**config.mk**
```make
export PLATFORM = sky130hd
export DESIGN_NAME = map_latch_gen
export DESIGN_NICKNAME = d
export VERILOG_FILES = /design/src/rtl/map_latch_gen.sv
export SDC_FILE = /design/constraint.sdc
export NUM_CORES = 1
export LEC_CHECK = 0
export CORE_ASPECT_RATIO = 1.1
export CORE_MARGIN = 2
export CORE_UTILIZATION = 27
export DETAILED_ROUTE_END_ITERATION = 8
export PLACE_DENSITY = 0.92
export SETUP_SLACK_MARGIN = 0.1
export SYNTH_ARGS = -nofsm -noshare
export SYNTH_HDL_FRONTEND = slang
export SYNTH_SLANG_ARGS = --single-unit
```
**constraint.sdc**
```tcl
create_clock -name m2 -period 2.1 [get_ports m2]
set_clock_uncertainty 0.05 [all_clocks]
set_input_delay 0.42 -clock m2 [delete_from_list [all_inputs] [get_ports m2]]
set_output_delay 0.42 -clock m2 [all_outputs]
set_load 0.02 [all_outputs]
```
**src/rtl/map_latch_gen.sv**
```systemverilog
// ============================================================================
// map_latch_gen
//
// Discrete-latch mapper core for single-register NES boards (Color Dreams,
// GxROM, CNROM-, UxROM- and AxROM-style). A CPU write to $8000-$FFFF captures
// one byte that is sliced into a PRG bank, a CHR bank and an optional
// one-screen mirroring select. All registers are also reachable through the
// save-state port.
//
// Compile-time option:
//   MAP_LATCH_BUS_CONFLICT_EN  - when defined, the latched value is
//                                cpu_dat & rom_dat (discrete-board bus
//                                conflict); otherwise rom_dat is ignored.
//
// Ports:
//   m2            in   CPU clock; registers update on its falling edge
//   map_rst       in   synchronous active-high reset (m2 falling edge)
//   cpu_addr[15:0] in  CPU address
//   cpu_dat[7:0]  in   CPU data bus (also save-state write data)
//   rom_dat[7:0]  in   PRG ROM output (bus-conflict input)
//   cpu_rw        in   1 = read
//   cpu_ce        in   active-low, low = $8000-$FFFF
//   ppu_addr[13:0] in  PPU address
//   ppu_oe/ppu_we in   active-low PPU strobes
//   cfg_chr_ram   in   board uses CHR RAM (no CHR banking, writable)
//   cfg_mir_v     in   hardwired vertical mirroring when no one-screen bit
//   ss_act/ss_we  in   save-state cycle / write
//   ss_addr[7:0]  in   save-state register index
//   prg_addr[21:0] out PRG memory address
//   chr_addr[18:0] out CHR memory address
//   ciram_a10     out  nametable select
//   ciram_ce      out  active-low CIRAM enable
//   rom_ce, prg_oe, chr_oe, chr_we  out  memory strobes
//   ss_rdat[7:0]  out  save-state readback
// ============================================================================
module map_latch_gen #(
    parameter int PRG_BITS    = 2,
    parameter int PRG_LSB     = 0,
    parameter int CHR_BITS    = 4,
    parameter int CHR_LSB     = 4,
    parameter int PRG_MODE    = 0,
    parameter int MIR_BIT     = 8,
    parameter int IGNORE_8000 = 0,
    parameter int MAP_IDX     = 11
) (
    input  logic        m2,
    input  logic        map_rst,
    input  logic [15:0] cpu_addr,
    input  logic [7:0]  cpu_dat,
    input  logic [7:0]  rom_dat,
    input  logic        cpu_rw,
    input  logic        cpu_ce,
    input  logic [13:0] ppu_addr,
    input  logic        ppu_oe,
    input  logic        ppu_we,
    input  logic        cfg_chr_ram,
    input  logic        cfg_mir_v,
    input  logic        ss_act,
    input  logic        ss_we,
    input  logic [7:0]  ss_addr,
    output logic [21:0] prg_addr,
    output logic [18:0] chr_addr,
    output logic        ciram_a10,
    output logic        ciram_ce,
    output logic        rom_ce,
    output logic        prg_oe,
    output logic        chr_oe,
    output logic        chr_we,
    output logic [7:0]  ss_rdat
);

    // CHR register keeps one bit even when banking is disabled so the
    // save-state slot still has storage behind it.
    localparam int CHR_W = (CHR_BITS > 0) ? CHR_BITS : 1;

    logic [PRG_BITS-1:0] prg_bank;
    logic [CHR_W-1:0]    chr_bank;
    logic                mir_one;

    logic [7:0] wr_val;
    logic       drop;
    logic       cpu_wr;

`ifdef MAP_LATCH_BUS_CONFLICT_EN
    // Open-drain style fight between CPU and ROM: a 0 on either side wins.
    assign wr_val = cpu_dat & rom_dat;
`else
    logic unused_rom_dat;
    assign wr_val         = cpu_dat;
    assign unused_rom_dat = ^rom_dat;
`endif

    assign drop   = (IGNORE_8000 != 0) && (cpu_addr == 16'h8000);
    assign cpu_wr = !cpu_ce && !cpu_rw && !drop;

    // Save-state access outranks the CPU so a restore cannot be corrupted by
    // a concurrent bus write.
    always_ff @(negedge m2) begin
        if (map_rst) begin
            prg_bank <= '0;
            chr_bank <= '0;
            mir_one  <= 1'b0;
        end else if (ss_act) begin
            if (ss_we) begin
                case (ss_addr)
                    8'd0:    prg_bank <= cpu_dat[PRG_BITS-1:0];
                    8'd1:    chr_bank <= cpu_dat[CHR_W-1:0];
                    8'd2:    mir_one  <= cpu_dat[0];
                    default: ;
                endcase
            end
        end else if (cpu_wr) begin
            // Fields are extracted independently, so overlapping positions
            // simply share bits.
            prg_bank <= PRG_BITS'(wr_val >> PRG_LSB);
            if (CHR_BITS > 0) begin
                chr_bank <= CHR_W'(wr_val >> CHR_LSB);
            end
            if (MIR_BIT < 8) begin
                mir_one <= 1'(wr_val >> MIR_BIT);
            end
        end
    end

    always_comb begin
        prg_addr       = '0;
        prg_addr[13:0] = cpu_addr[13:0];
        if (PRG_MODE == 0) begin
            prg_addr[14]             = cpu_addr[14];
            prg_addr[15 +: PRG_BITS] = prg_bank;
        end else begin
            // $C000-$FFFF is pinned to the last bank of the chip.
            prg_addr[14 +: PRG_BITS] = cpu_addr[14] ? {PRG_BITS{1'b1}} : prg_bank;
        end
    end

    always_comb begin
        chr_addr       = '0;
        chr_addr[12:0] = ppu_addr[12:0];
        if ((CHR_BITS > 0) && !cfg_chr_ram) begin
            chr_addr[13 +: CHR_W] = chr_bank;
        end
    end

    always_comb begin
        if (MIR_BIT < 8) begin
            ciram_a10 = mir_one;
        end else begin
            ciram_a10 = cfg_mir_v ? ppu_addr[10] : ppu_addr[11];
        end
    end

    assign ciram_ce = !ppu_addr[13];
    assign rom_ce   = !cpu_ce;
    assign prg_oe   = cpu_rw;
    assign chr_oe   = !ppu_oe;
    assign chr_we   = cfg_chr_ram && !ppu_we && !ppu_addr[13];

    always_comb begin
        ss_rdat = 8'hFF;
        case (ss_addr)
            8'd0:    ss_rdat = 8'(prg_bank);
            8'd1:    ss_rdat = 8'(chr_bank);
            8'd2:    ss_rdat = {7'd0, mir_one};
            8'd127:  ss_rdat = 8'(MAP_IDX);
            default: ss_rdat = 8'hFF;
        endcase
    end

endmodule

```
Yosys cells after proc, flatten, opt, wreduce, memory -nomap -nowiden --
Index checks and enable logic that the tools add are counted.
Word-level totals: register bits after elaboration 7, bits of input ports 64
Operators by class: equal/unequal tests 6, mux-type cells 11, reduce and logical (&&, ||, !) cells 13
Operators by type and width (count):
- case mux 8 bit (4 select lines) | 1
- 2-to-1 mux 4 bit | 5
- AND reduction 3 bit | 3
- equality test 8 x 1 -> 1 bit (second input constant) | 1
- equality test 8 x 2 -> 1 bit (second input constant) | 1
- equality test 8 x 7 -> 1 bit (second input constant) | 1
- logical NOT 8 bit | 1
- 2-to-1 mux 2 bit | 4
- inequality test 2 x 1 -> 1 bit (second input constant) | 3
- logical NOT 1 bit | 5
- logical AND 1 bit | 3
- nonzero test 2 bit | 1
- 2-to-1 mux 1 bit | 1

Longest topological paths before layout --
Gate-level depths: netlist of run 1.
word-level depth 4, depth in mapped cells 5, mapped depth without buffers 3

==> flow_metrics.py, run 1 <==
metrics = {
    "hold_path": {
        "min_to": "mir_one",
        "worstHoldPathCells": 2,
        "min_from": "mir_one",
        "hp-class": "flop to flop",
    },
    "timing": {
        "hold_slack_ns": 0.426,
        "finalSetupViolCount": 21,
        "drv_slew": 0,
        "fin_ws_ns": -0.558,
        "hold_violations": 0,
        "grt_setup_unrepaired": "yes",
    },
    "synth": {
        "postSynthAreaPerCell_sq_um": 7.96,
        "synth_edf_count": 0,
        "synth_adder_area_share_pct": 0,
        "synthMuxAreaShare_pct": 6.51,
        "async_flop_share_pct": 0,
        "synth_simple_gate_area_share_pct": 32.4,
        "syn_area_sq_mm": 0.00102,
        "synth-main-ff-cell": "dfxtp_1",
        "synth_top_family_by_area": "buffers and inverters",
        "synthDistinctLibCells": 34,
        "synth_seq_cells": 7,
        "synth_compound_area_share_pct": 13.5,
        "synthCells": 128,
        "ys_seq_area_share_pct": 13.8,
        "yosysWarnings": 0,
        "synthXorXnorAreaFrac_pct": 0,
    },
    "cts": {
        "tritoncts": "built",
        "path_clk_slew_ns": 0.04,
        "cts_root_buf": "clkbuf_8",
        "postCtsHoldBufs": 0,
        "h-tree-depth": 1,
        "cts_buffers": 3,
        "clock_sinks": 7,
        "clk_path_buf_depth": 2,
        "clock_latency_ns": 0.30,
    },
    "die": {
        "coreArea_sq_mm": 0.00363,
        "die_x_um": 62.6,
        "die_h_um": 68.4,
        "io_pins": 119,
        "design.die.area_sq_mm": 0.00428,
        "initial_core_util_pct": 28.1,
        "floorplan.rows": 23,
    },
    "layout": {
        "area_growth_pct": 78.5,
        "nets": 243,
        "final_layout_size_suffix_gt1_share_pct": 50.0,
        "final_cell_mix": "31 x buf_6, 19 x clkdlybuf4s50_1, 18 x buf_4, 11 x inv_1, 7 x conb_1",
        "fin_util_pct": 50.1,
        "final_area_sq_mm": 0.00182,
        "layout_commonest_cell": "buf_6",
        "diodes": 0,
    },
    "global_route": {
        "grt_pass1_wl_um": 5000,
        "use_met3_pct": 3.13,
        "antenna_found_initial": 0,
        "grtUsageMet2_pct": 27.4,
        "grt_use_total_pct": 14.8,
        "grt_max_degree": 10,
        "grt.busiest_layer": "met2",
        "grt.overflow.total": 0,
        "use_met1_pct": 16.3,
        "first_global_vias": 1076,
    },
    "setup_path": {
        "rr_startpoint": "prg_bank[0]",
        "path_depth": 4,
        "critical_path_class": "flop to primary output",
        "cp_cell_sequence": "nor2b_4 > a211oi_2 > o21ai_2 > buf_6",
        "end_kind": "primary output",
        "worstPathRequired_ns": 1.63,
        "cp_max_fo": 2,
        "startpoint_type": "flop",
        "cp.arrival_ns": 2.19,
        "reg2reg_slack_ns": 0.90,
        "critPathMaxStageDelay_ns": 0.33,
        "rr_endpoint": "prg_bank[0]",
        "worst_path_max_delay_cell": "dfxtp_4",
        "cpLargestDelayFamily": "flip-flops",
        "critPathBufInv": 1,
        "rr_worst_depth": 6,
    },
    "detailed_routing": {
        "drc": 0,
        "wl_per_cell_um": 13.7,
        "first_pass_iters": 4,
        "viasPerCell": 4.80,
        "final_antenna_net_count": 0,
        "vias": 1094,
        "drt_first_iter_violations": 15,
        "wirelength_um": 3120,
    },
    "placed_design": {
        "postPlaceCellArea_sq_mm": 0.00153,
        "io_buffers": 50,
        "place_hpwl_um": 2320,
        "place_congestion": 0.859,
    },
    "pwr": {
        "leakagePower_nw": 0.762,
        "power_density_mw_per_mm2": 365,
        "ir_drop_v": 0.000207,
    },
    "flow_run": {
        "max_cap_viol_count": 0,
    },
    "run_status": {
        "outcome": "finished, violations left",
        "violations": "setup timing",
    },
}
==> per-layer routing <==
metal / share of wire [%] / vias to the layer above
li1: - / 516
met1: 39 / 512
met2: 52 / 52
met3: 6.1 / 14
met4: 2.9 / 0
met5: 0 / -
==> cell type report <==
cell class | instances | area (sq um)
fill | 324 | 1810
sequential | 7 | 155
clock buffer | 3 | 41.3
tap | 50 | 62.6
multi-input combinational | 78 | 742
inverter | 3 | 11.3
clock inverter | 8 | 30.0
timing repair buffer | 79 | 776
==> synthesized netlist by cell type, drive strengths merged, types with 4 or more instances <==
cell / instances / area (sq um)
nand2: 4 / 15.0
inv: 4 / 15.0
dfxtp: 7 / 140
o211ai: 5 / 37.5
nand4: 5 / 31.3
nor2b: 12 / 75.1
o311ai: 4 / 52.6
buf: 42 / 314
nand3: 5 / 25.0
or3b: 4 / 35.0
mux2: 5 / 56.3
nand2b: 4 / 25.0
==> flip-flops by register name (all words and copies together), names as in the netlist <==
signal    cells
chr_bank      4
prg_bank      2
mir_one       1
==> stage by stage <==
| stage | TNS, ns | worst slack [ns] | cells | total power [mW] |
|---|---|---|---|---|
| after floorplan | -3.92 | -0.502 | 134 | 0.351 |
| after global placement | -15.10 | -0.932 | 213 | 0.398 |
| after detailed placement | -15.96 | -0.990 | 213 | 0.402 |
| after CTS | -6.05 | -0.553 | 227 | 0.644 |
| after global routing | -7.00 | -0.605 | 228 | 0.700 |
| final | -6.22 | -0.558 | 228 | 0.664 |
==> power by group <==
part	total, mW	leakage (nW)	switching, mW	internal [mW]
clock network	0.253	0.0642	0.107	0.146
registers	0.146	0.0605	0.00539	0.141
logic	0.264	0.638	0.117	0.147
==> kinds of logic (layout without fill, tap and decap cells) <==
group,Yosys count,after routing
flops,7,7
compound gates,17,17
buf+inv,49,93
mux,6,6
other cells,1,7
simple gates,48,48
==> worst max path at each step <==
stage	startpoint	endpoint	slack [ns]
2_1_floorplan	ss_addr[5]	chr_bank[2]	-0.50
3_3_place_gp	ss_act	prg_bank[1]	-0.93
3_5_place_dp	ss_addr[5]	chr_bank[0]	-0.99
4_1_cts	prg_bank[0]	ss_rdat[0]	-0.55
5_1_grt	prg_bank[0]	ss_rdat[0]	-0.60
6_report	prg_bank[0]	ss_rdat[0]	-0.56
==> worst reg2reg max path, stage by stage, from the launching register on <==
cell	delay, ns
dfxtp_4	0.33
buf_4	0.13
buf_6	0.10
buf_6	0.10
nor2b_1	0.14
o211ai_1	0.10
o2111ai_1	0.13
==> timing repair <==
action | CTS | global route
gates resized for setup | 151 | 20
setup buffers | 4 | 2
endpoints found under the setup margin | 24 | 25
pin swaps | 16 | 8
Power figures use the tool's default switching activity.
==> inputs of run 2 (changes only) <==
--- a/config.mk
+++ b/config.mk
@@ -7,9 +7,9 @@
 export LEC_CHECK = 0
 export CORE_ASPECT_RATIO = 1.1
 export CORE_MARGIN = 2
-export CORE_UTILIZATION = 27
+export CORE_UTILIZATION = 26
 export DETAILED_ROUTE_END_ITERATION = 8
-export PLACE_DENSITY = 0.92
+export PLACE_DENSITY = 0.89
 export SETUP_SLACK_MARGIN = 0.1
 export SYNTH_ARGS = -nofsm -noshare
 export SYNTH_HDL_FRONTEND = slang
==> run 2 against run 1 <==
Against the previous run:
- the flow still finishes with violations (setup timing)
- critical path depth did not move
- routed wire length up 0.74%
- combinational power rose by 2%
- sequential share of layout area down 0.17 points
- critical path type unchanged
- non-clock buffer count up 6
==> flow_metrics.py, run 2 (synthesis results as in run 1) <==
metrics = {
    "cts": {
        "cts_root_buf": "clkbuf_8",
        "tritoncts": "built",
        "clk_path_buf_depth": 2,
        "cts_buffers": 3,
        "h-tree-depth": 1,
        "postCtsHoldBufs": 0,
        "clock_sinks": 7,
        "clock_latency_ns": 0.30,
        "path_clk_slew_ns": 0.04,
    },
    "timing": {
        "grt_setup_unrepaired": "yes",
        "hold_violations": 0,
        "drv_slew": 0,
        "finalSetupViolCount": 21,
        "fin_ws_ns": -0.587,
    },
    "die": {
        "coreArea_sq_mm": 0.00371,
        "die_x_um": 63.7,
        "initial_core_util_pct": 27.4,
        "floorplan.rows": 23,
        "io_pins": 119,
        "die_h_um": 69.6,
        "design.die.area_sq_mm": 0.00443,
    },
    "run_status": {
        "outcome": "finished, violations left",
        "violations": "setup timing",
    },
    "pwr": {
        "power_density_mw_per_mm2": 362,
        "ir_drop_v": 0.000166,
        "leakagePower_nw": 0.765,
    },
    "hold_path": {
        "hp-class": "flop to flop",
    },
    "placed_design": {
        "dp_slack_ns": -0.976,
        "placedCellCount": 214,
        "place_congestion": 0.820,
        "place_hpwl_um": 2170,
        "io_buffers": 50,
        "postPlaceCellArea_sq_mm": 0.00154,
    },
    "flow_run": {
        "max_cap_viol_count": 0,
    },
    "layout": {
        "diodes": 0,
        "fillers": 328,
        "final_cells": 234,
        "nets": 249,
        "seq_area_sq_um": 153,
        "largest_register_ffs": 4,
        "area_growth_pct": 79.2,
        "layout_commonest_cell": "buf_6",
        "fin_util_pct": 49.2,
        "final_layout_size_suffix_gt1_share_pct": 50.5,
        "regMostFlops": "chr_bank",
        "final_cell_mix": "28 x buf_6, 24 x buf_4, 21 x clkdlybuf4s50_1, 11 x inv_1",
        "top_regs": "chr_bank: 4 flops, prg_bank: 2 flops, mir_one: 1 flops",
        "multi_input_area_sq_um": 726,
        "final_area_sq_mm": 0.00183,
    },
    "setup_path": {
        "critPathMaxStageDelay_ns": 0.33,
        "cp_max_fo": 2,
        "rr_worst_depth": 6,
        "critical_path_class": "flop to primary output",
        "reg2reg_slack_ns": 0.89,
        "cp.arrival_ns": 2.22,
        "startpoint_type": "flop",
        "rr_startpoint": "prg_bank[0]",
        "worstPathRequired_ns": 1.63,
        "rr_endpoint": "prg_bank[0]",
        "end_kind": "primary output",
        "startpoint": "prg_bank[0]",
        "worst_path_max_delay_cell": "dfxtp_4",
        "cp_cell_sequence": "nor2b_4 > a211oi_2 > o21ai_2 > buf_2",
        "worstSetupEndpoint": "ss_rdat[0]",
    },
    "detailed_routing": {
        "vias": 1076,
        "wl_per_cell_um": 13.4,
        "final_antenna_net_count": 0,
        "viasPerCell": 4.60,
        "first_pass_iters": 4,
        "drc": 0,
        "wirelength_um": 3140,
        "drt_first_iter_violations": 20,
    },
    "global_route": {
        "grt_pass1_wl_um": 4990,
        "first_global_vias": 1121,
        "antenna_found_initial": 0,
        "grt_max_degree": 11,
        "grt.overflow.total": 0,
        "grt_use_total_pct": 13.8,
    },
}
[run 2: per-layer routing]
layer / GRT usage (%) / share of wire, %
met1: 15.7 / 42
met2: 24.4 / 50
met3: 1.30 / 5.9
met4: 8.70 / 2.5
met5: 0 / 0
[run 2: worst max-delay path, delay by kind of cell, from the launching register on]
kind / cells / cell delay [ns]
flops: 1 / 0.33
compound gates: 2 / 0.25
simple gates: 1 / 0.12
buf+inv: 1 / 0.16
[run 2: cell type report]
type / instances / area share (%)
clock buffer: 3 / 2.26
clock inverter: 8 / 1.64
inverter: 3 / 0.617
multi-input combinational: 78 / 39.8
sequential: 7 / 8.36
tap: 50 / 3.43
timing repair buffer: 85 / 43.9
[run 2: per-stage QoR]
step                total power, mW  setup TNS (ns)  hold WS, ns
finish                        0.661           -6.50        0.470
global route                  0.684           -7.20        0.498
CTS                           0.644           -6.54        0.449
detailed placement            0.401          -15.45        0.444
global placement              0.398          -15.23        0.418
floorplan                     0.351           -3.92        0.403
[run 2: worst min-delay path by stage]
stage / start / end / slack [ns] / depth (start not counted)
3_3_place_gp: mir_one / mir_one / 0.42 / 2
6_report: mir_one / mir_one / 0.47 / 2
4_1_cts: mir_one / mir_one / 0.45 / 2
3_5_place_dp: mir_one / mir_one / 0.44 / 2
5_1_grt: mir_one / mir_one / 0.50 / 2
2_1_floorplan: mir_one / mir_one / 0.40 / 2
[run 2: what timing repair did]
action,CTS,global route
gates cloned,1,0
endpoints found under the setup margin,24,22
pin swaps,14,7
resized for setup,153,7
setup buffers,7,4
[run 2: report_power, final]
group | total [mW] | switching [mW] | leakage, nW | internal [mW]
Sequential | 0.147 | 0.00544 | 0.0602 | 0.142
Combinational | 0.269 | 0.118 | 0.640 | 0.151
Clock | 0.245 | 0.0989 | 0.0642 | 0.146
Total | 0.661 | 0.222 | 0.765 | 0.439
